$ cat src/rtl/ctrl_pkg.sv
// ctrl_pkg: opcodes, microsteps and the strobe word shared by the control sequencer.
package ctrl_pkg;

    typedef enum logic [3:0] {
        OP_NOP = 4'h0,
        OP_LDA = 4'h1,
        OP_ADD = 4'h2,
        OP_SUB = 4'h3,
        OP_STA = 4'h4,
        OP_LDI = 4'h5,
        OP_JMP = 4'h6,
        OP_JC  = 4'h7,
        OP_JZ  = 4'h8,
        OP_OUT = 4'hE,
        OP_HLT = 4'hF
    } opcode_e;

    typedef enum logic [2:0] {
        T0 = 3'd0,
        T1 = 3'd1,
        T2 = 3'd2,
        T3 = 3'd3,
        T4 = 3'd4
    } step_e;

    typedef struct packed {
        logic halt;
        logic pc_inc;
        logic pc_write;
        logic pc_read;
        logic mar_write;
        logic ram_read;
        logic ram_write;
        logic ir_read;
        logic ir_write;
        logic a_read;
        logic a_write;
        logic alu_read;
        logic alu_sub;
        logic b_write;
        logic out_write;
        logic flags_write;
    } ctrl_word_t;

    localparam int NUM_STEPS = 5;

    localparam ctrl_word_t CTRL_FETCH0 = '{pc_read: 1'b1, mar_write: 1'b1, default: 1'b0};
    localparam ctrl_word_t CTRL_FETCH1 = '{ram_read: 1'b1, ir_write: 1'b1, pc_inc: 1'b1, default: 1'b0};
    localparam ctrl_word_t CTRL_HALT   = '{halt: 1'b1, default: 1'b0};

endpackage

$ cat src/rtl/ctrl_decode.sv
// ctrl_decode: combinational microcode table (step, opcode, flags) -> strobe word.
// CTRL_COND_JUMP_EN enables JC/JZ; without it they decode as NOP.
module ctrl_decode
    import ctrl_pkg::*;
(
    input  step_e      step_i,
    input  logic [3:0] opcode_i,
    input  logic       carry_i,
    input  logic       zero_i,
    output ctrl_word_t ctrl_o
);

    opcode_e op;
    assign op = opcode_e'(opcode_i);

`ifndef CTRL_COND_JUMP_EN
    logic unused_flags;
    assign unused_flags = carry_i ^ zero_i;
`endif

    always_comb begin
        ctrl_o = '0;
        case (step_i)
            T0: ctrl_o = CTRL_FETCH0;
            T1: ctrl_o = CTRL_FETCH1;
            T2: begin
                case (op)
                    OP_LDA, OP_ADD, OP_SUB, OP_STA: begin
                        ctrl_o.ir_read   = 1'b1;
                        ctrl_o.mar_write = 1'b1;
                    end
                    OP_LDI: begin
                        ctrl_o.ir_read = 1'b1;
                        ctrl_o.a_write = 1'b1;
                    end
                    OP_JMP: begin
                        ctrl_o.ir_read  = 1'b1;
                        ctrl_o.pc_write = 1'b1;
                    end
`ifdef CTRL_COND_JUMP_EN
                    OP_JC: begin
                        ctrl_o.ir_read  = carry_i;
                        ctrl_o.pc_write = carry_i;
                    end
                    OP_JZ: begin
                        ctrl_o.ir_read  = zero_i;
                        ctrl_o.pc_write = zero_i;
                    end
`endif
                    OP_OUT: begin
                        ctrl_o.a_read    = 1'b1;
                        ctrl_o.out_write = 1'b1;
                    end
                    OP_HLT: ctrl_o.halt = 1'b1;
                    default: ;
                endcase
            end
            T3: begin
                case (op)
                    OP_LDA: begin
                        ctrl_o.ram_read = 1'b1;
                        ctrl_o.a_write  = 1'b1;
                    end
                    OP_ADD, OP_SUB: begin
                        ctrl_o.ram_read = 1'b1;
                        ctrl_o.b_write  = 1'b1;
                    end
                    OP_STA: begin
                        ctrl_o.a_read    = 1'b1;
                        ctrl_o.ram_write = 1'b1;
                    end
                    default: ;
                endcase
            end
            T4: begin
                if (op == OP_ADD || op == OP_SUB) begin
                    ctrl_o.alu_read    = 1'b1;
                    ctrl_o.a_write     = 1'b1;
                    ctrl_o.flags_write = 1'b1;
                    ctrl_o.alu_sub     = (op == OP_SUB);
                end
            end
            default: ;
        endcase
    end

endmodule

$ cat src/rtl/control_sequencer.sv
// control_sequencer: five-step fetch/execute sequencer with halt latch and reset/halt gating.
// Build option: CTRL_COND_JUMP_EN (JC/JZ), handled inside ctrl_decode.
module control_sequencer
    import ctrl_pkg::*;
(
    input  logic       clock,
    input  logic       reset,
    input  logic [3:0] opcode,
    input  logic       carry_flag,
    input  logic       zero_flag,
    output ctrl_word_t ctrl,
    output logic [2:0] step,
    output logic       halted
);

    step_e      step_q, step_d;
    logic       halted_q, halted_d;
    ctrl_word_t dec;

    ctrl_decode u_decode (
        .step_i   (step_q),
        .opcode_i (opcode),
        .carry_i  (carry_flag),
        .zero_i   (zero_flag),
        .ctrl_o   (dec)
    );

    always_ff @(posedge clock or posedge reset) begin
        if (reset) begin
            step_q   <= T0;
            halted_q <= 1'b0;
        end else begin
            step_q   <= step_d;
            halted_q <= halted_d;
        end
    end

    // The counter still advances on the HLT edge, so a halted machine rests in T3.
    always_comb begin
        step_d   = halted_q ? step_q : (step_q == T4 ? T0 : step_e'(step_q + 3'd1));
        halted_d = halted_q | dec.halt;
    end

    always_comb begin
        ctrl   = reset ? '0 : (halted_q ? CTRL_HALT : dec);
        step   = step_q;
        halted = halted_q;
    end

endmodule

$ cat config.mk
export PLATFORM = sky130hd
export DESIGN_NAME = control_sequencer
export DESIGN_NICKNAME = d
export VERILOG_FILES = /design/src/rtl/ctrl_pkg.sv /design/src/rtl/ctrl_decode.sv /design/src/rtl/control_sequencer.sv
export SDC_FILE = /design/constraint.sdc
export NUM_CORES = 1
export LEC_CHECK = 0
export BUFFER_PORTS_ARGS = -buffer_cell sky130_fd_sc_hd__buf_4
export CORE_MARGIN = 3
export CORE_UTILIZATION = 40
export DETAILED_ROUTE_END_ITERATION = 6
export PLACE_DENSITY = 0.74
export SYNTH_ARGS = -nofsm -noshare
export SYNTH_HDL_FRONTEND = slang
export SYNTH_HIERARCHICAL = 1
export SYNTH_SLANG_ARGS = --single-unit
$ cat constraint.sdc
create_clock -name clock -period 1.4 [get_ports clock]
set_input_delay 0.28 -clock clock [delete_from_list [all_inputs] [get_ports clock]]
set_output_delay 0.28 -clock clock [all_outputs]
set_load 0.02 [all_outputs]
==> summary.txt <==
Status
  • Status: complete, but fails checks
  • Failing checks: negative setup slack

STA
  • Final Hold Fails: 0
  • Setup TNS: -5.30 ns
  • Final setup fails: 17
  • Max-slew violation count: 0
  • Tmin final: 1.85 ns
  • Post-route worst setup slack: -0.450 ns
  • Max transition margin: 77.7%
  • RSZ-0062 raised after global routing: true
  • WHS: roughly 0.5 ns
  • Fmax: 0.541 GHz
  • Slew of the pin with the lowest slew margin: 0.334 ns
  • Clk_skew: 0.0138 ns
  • Period utilisation layout: 132%

Die
  • # rows: 13
  • Die H: roughly 44 um
  • Core Footprint: 1330 um^2
  • Die area: 1950 um^2
  • Initial Utilization: 43.7%
  • Chip Width: 44.2 um
  • I/O pin count: 28

Power
  • PwrDens: ~1600 nW/um^2
  • Maximum VDD drop: around 1.4 mV
  • Leakage: 0.524 nW

CTS
  • Root Buffer: clkbuf_4
  • Inserted Clock Buffers: 3
  • Worst-path clk slew: 0.05 ns
  • Clk_lat worst skew: 0.24 ns
  • Max Root-Sink Buffers: 2
  • H-tree depth: 1
  • Sink Count: 4
  • CTS tree: built

Setup path
  • CP Max Fanout: 5
  • Reg-to-reg endpoint: step[1]$_DFFE_PP0N_
  • CP peak stage delay: 0.43 ns
  • Reg-to-reg startpoint: step[1]$_DFFE_PP0N_
  • WS Path Type: reg2out
  • Crit path launch: step[2]$_DFFE_PP0N_
  • Crit-path cells: nor3b_2 > nand2_1 > nor4b_2 > and2_4 > buf_6
  • Worst path arrival time: 1.57 ns
  • CP max stage cell: dfrtp_2
  • Required @ worst endpoint: about 1.1 ns
  • R2R cell count: 5
  • CP startpoint kind: flop
  • Reg2reg setup slack: 0.09 ns
  • Crit. End Element: output pin

Placed design
  • RePlAce Congestion: 0.806
  • HPWL after DPL: 1130 um
  • # port buffers: 25
  • Setup WS pre-CTS: -0.221 ns

Detailed routing
  • Wire per inst: 11.9 um
  • Post-route ant nets: 0
  • First-pass iteration count of the detailed router: 4
  • First DRT Iteration DRCs: 2
  • Vias per cell: 5.03
  • DRC viols: 0
  • Vias: about 650
  • Routed wire length: about 1500 um

Logic synthesis
  • Register area share after synthesis: between 10% and 20%
  • Synth cell types: 36
  • Synth Instances: 73
  • Post-Syn Area: 583 um^2
  • Syn_nets: 83
  • Syn_area_per_cell: 7.99 um^2
  • Yosys warnings: 6
  • Synth Register Bits: 4

Finish
  • Area growth from synthesis to layout: 85.6%
  • Layout cells sized above 1: between 70 and 80%
  • Nets: between 100 and 150
  • Ant diodes: 0

Global routing
  • GRT Overall Usage: 17.5%
  • Grt ovf: 0
  • Largest net degree at the start of global routing: 16
  • Antenna violations before repair: 0
  • First-pass GRT wire length: approximately 2400 um
  • Number of global-route vias before repair: just over 600

Hold path
  • Hold WC Path Type: in2async

Run
  • Max-cap violations: 0
flip-flops by register name, indices dropped and copies added, names as in the netlist:
name	cells
step	3
halted	1
worst max-delay path: cells and delay by family (launching register included):
family / cells / cell delay [ns]
flip-flops: 1 / 0.43
AND/OR/NAND/NOR: 4 / 0.79
buffers and inverters: 1 / 0.11
cell families after synthesis:
logic type | Yosys count | share of synthesized area, %
AO/OA/AOI/OAI | 10 | 12.7
flip-flops | 4 | 17.2
adder cells (fa/ha/maj) | 2 | 4.29
buffers and inverters | 11 | 9.87
AND/OR/NAND/NOR | 44 | 52.6
multiplexers | 1 | 1.93
XOR/XNOR | 1 | 1.50
power breakdown:
| part | internal [mW] | switching, mW |
|---|---|---|
| combinational | 0.709 | 0.652 |
| clock | 0.107 | 0.0513 |
| sequential | 0.185 | 0.0631 |
| total | 1.00 | 0.766 |
routing by layer:
layer	share of wire (%)	GRT usage, %	vias up	routed length [um]
met5	0	0	-	0
met4	0	11.4	0	0
met3	5.1	3.66	0	78
met2	55	33.1	18	846
met1	40	16.5	301	616
li1	-	-	330	-
synthesized netlist by cell type:
library cell  number  share of area [%]
o21ai_0            2                1.7
a31o_1             1                1.5
nand3_1            1               0.86
nor4_2             1                2.1
a21oi_1            1               0.86
buf_6              1                1.9
nor4b_1            1                1.5
nor2_4             1                1.9
nand2_1            3                1.9
nor2_1             4                2.6
nor3b_1            1                1.3
inv_1              6                3.9
and3_1             1                1.1
and2_2             5                6.4
mux2_2             1                1.9
o21bai_1           1                1.3
and2_1             2                2.1
and2_4            10                 15
nor3_1             4                3.4
or2_1              1                1.1
or3_1              1                1.1
nand2b_1           4                4.3
a21o_1             1                1.3
buf_4              2                2.6
a211oi_1           1                1.3
a21o_2             1                1.5
clkbuf_1           1               0.64
buf_2              1               0.86
or3b_1             1                1.5
a41o_1             1                1.7
ha_1               2                4.3
dfrtp_1            4                 17
nor3b_2            1                2.1
xor2_1             1                1.5
a2bb2oi_1          1                1.5
nor4_1             2                2.1
area by class of cell:
class	count	area, um^2
Clock buffer	4	26.3
Inverter	6	25.0
Tap cell	15	18.8
Sequential cell	4	104
Fill cell	94	251
Timing Repair Buffer	42	374
Multi-Input combinational cell	58	534
repair_timing:
action | in CTS | in global routing
endpoints found under the setup margin | 16 | 19
hold buffers | 1 | 0
buffers inserted | 3 | 1
pin swaps | 6 | 4
resized for setup | 17 | 19
endpoints found under the hold margin | 4 | 0
per-stage QoR:
| step | area [um^2] | util, % | total power [mW] | cells |
|---|---|---|---|---|
| global placement | 885 | 66.3 | 1.28 | 122 |
| floorplan | 608 | - | 0.906 | 73 |
| CTS | 1010 | 75.8 | 1.66 | 130 |
| global route | 1080 | 81.1 | 1.93 | 129 |
| detailed placement | 885 | 66.3 | 1.31 | 122 |
| finish | 1080 | 81.1 | 1.77 | 129 |
how the worst max path moves through the flow:
stage	end	slack, ns	cells past startpoint
finish	ctrl[9]	-0.45	5
global route	ctrl[9]	-0.51	5
CTS	ctrl[9]	-0.46	5
detailed placement	ctrl[8]	-0.22	5
global placement	ctrl[9]	-0.21	5
floorplan	ctrl[3]	-0.16	4
placed cells by master, fill, tap and decap left out, types with 2 or more instances in the layout:
cell type and instances:
and2_2 2, and2_4 14, buf_4 26, buf_6 15, clkbuf_4 3, dfrtp_2 3
inv_1 5, nand2_1 3, nand2b_1 2, nand2b_4 2, nor2_1 2, nor2_4 3
nor3_1 2, nor3_4 2, nor4_2 2, o21ai_0 2
Power figures use the tool's default switching activity.
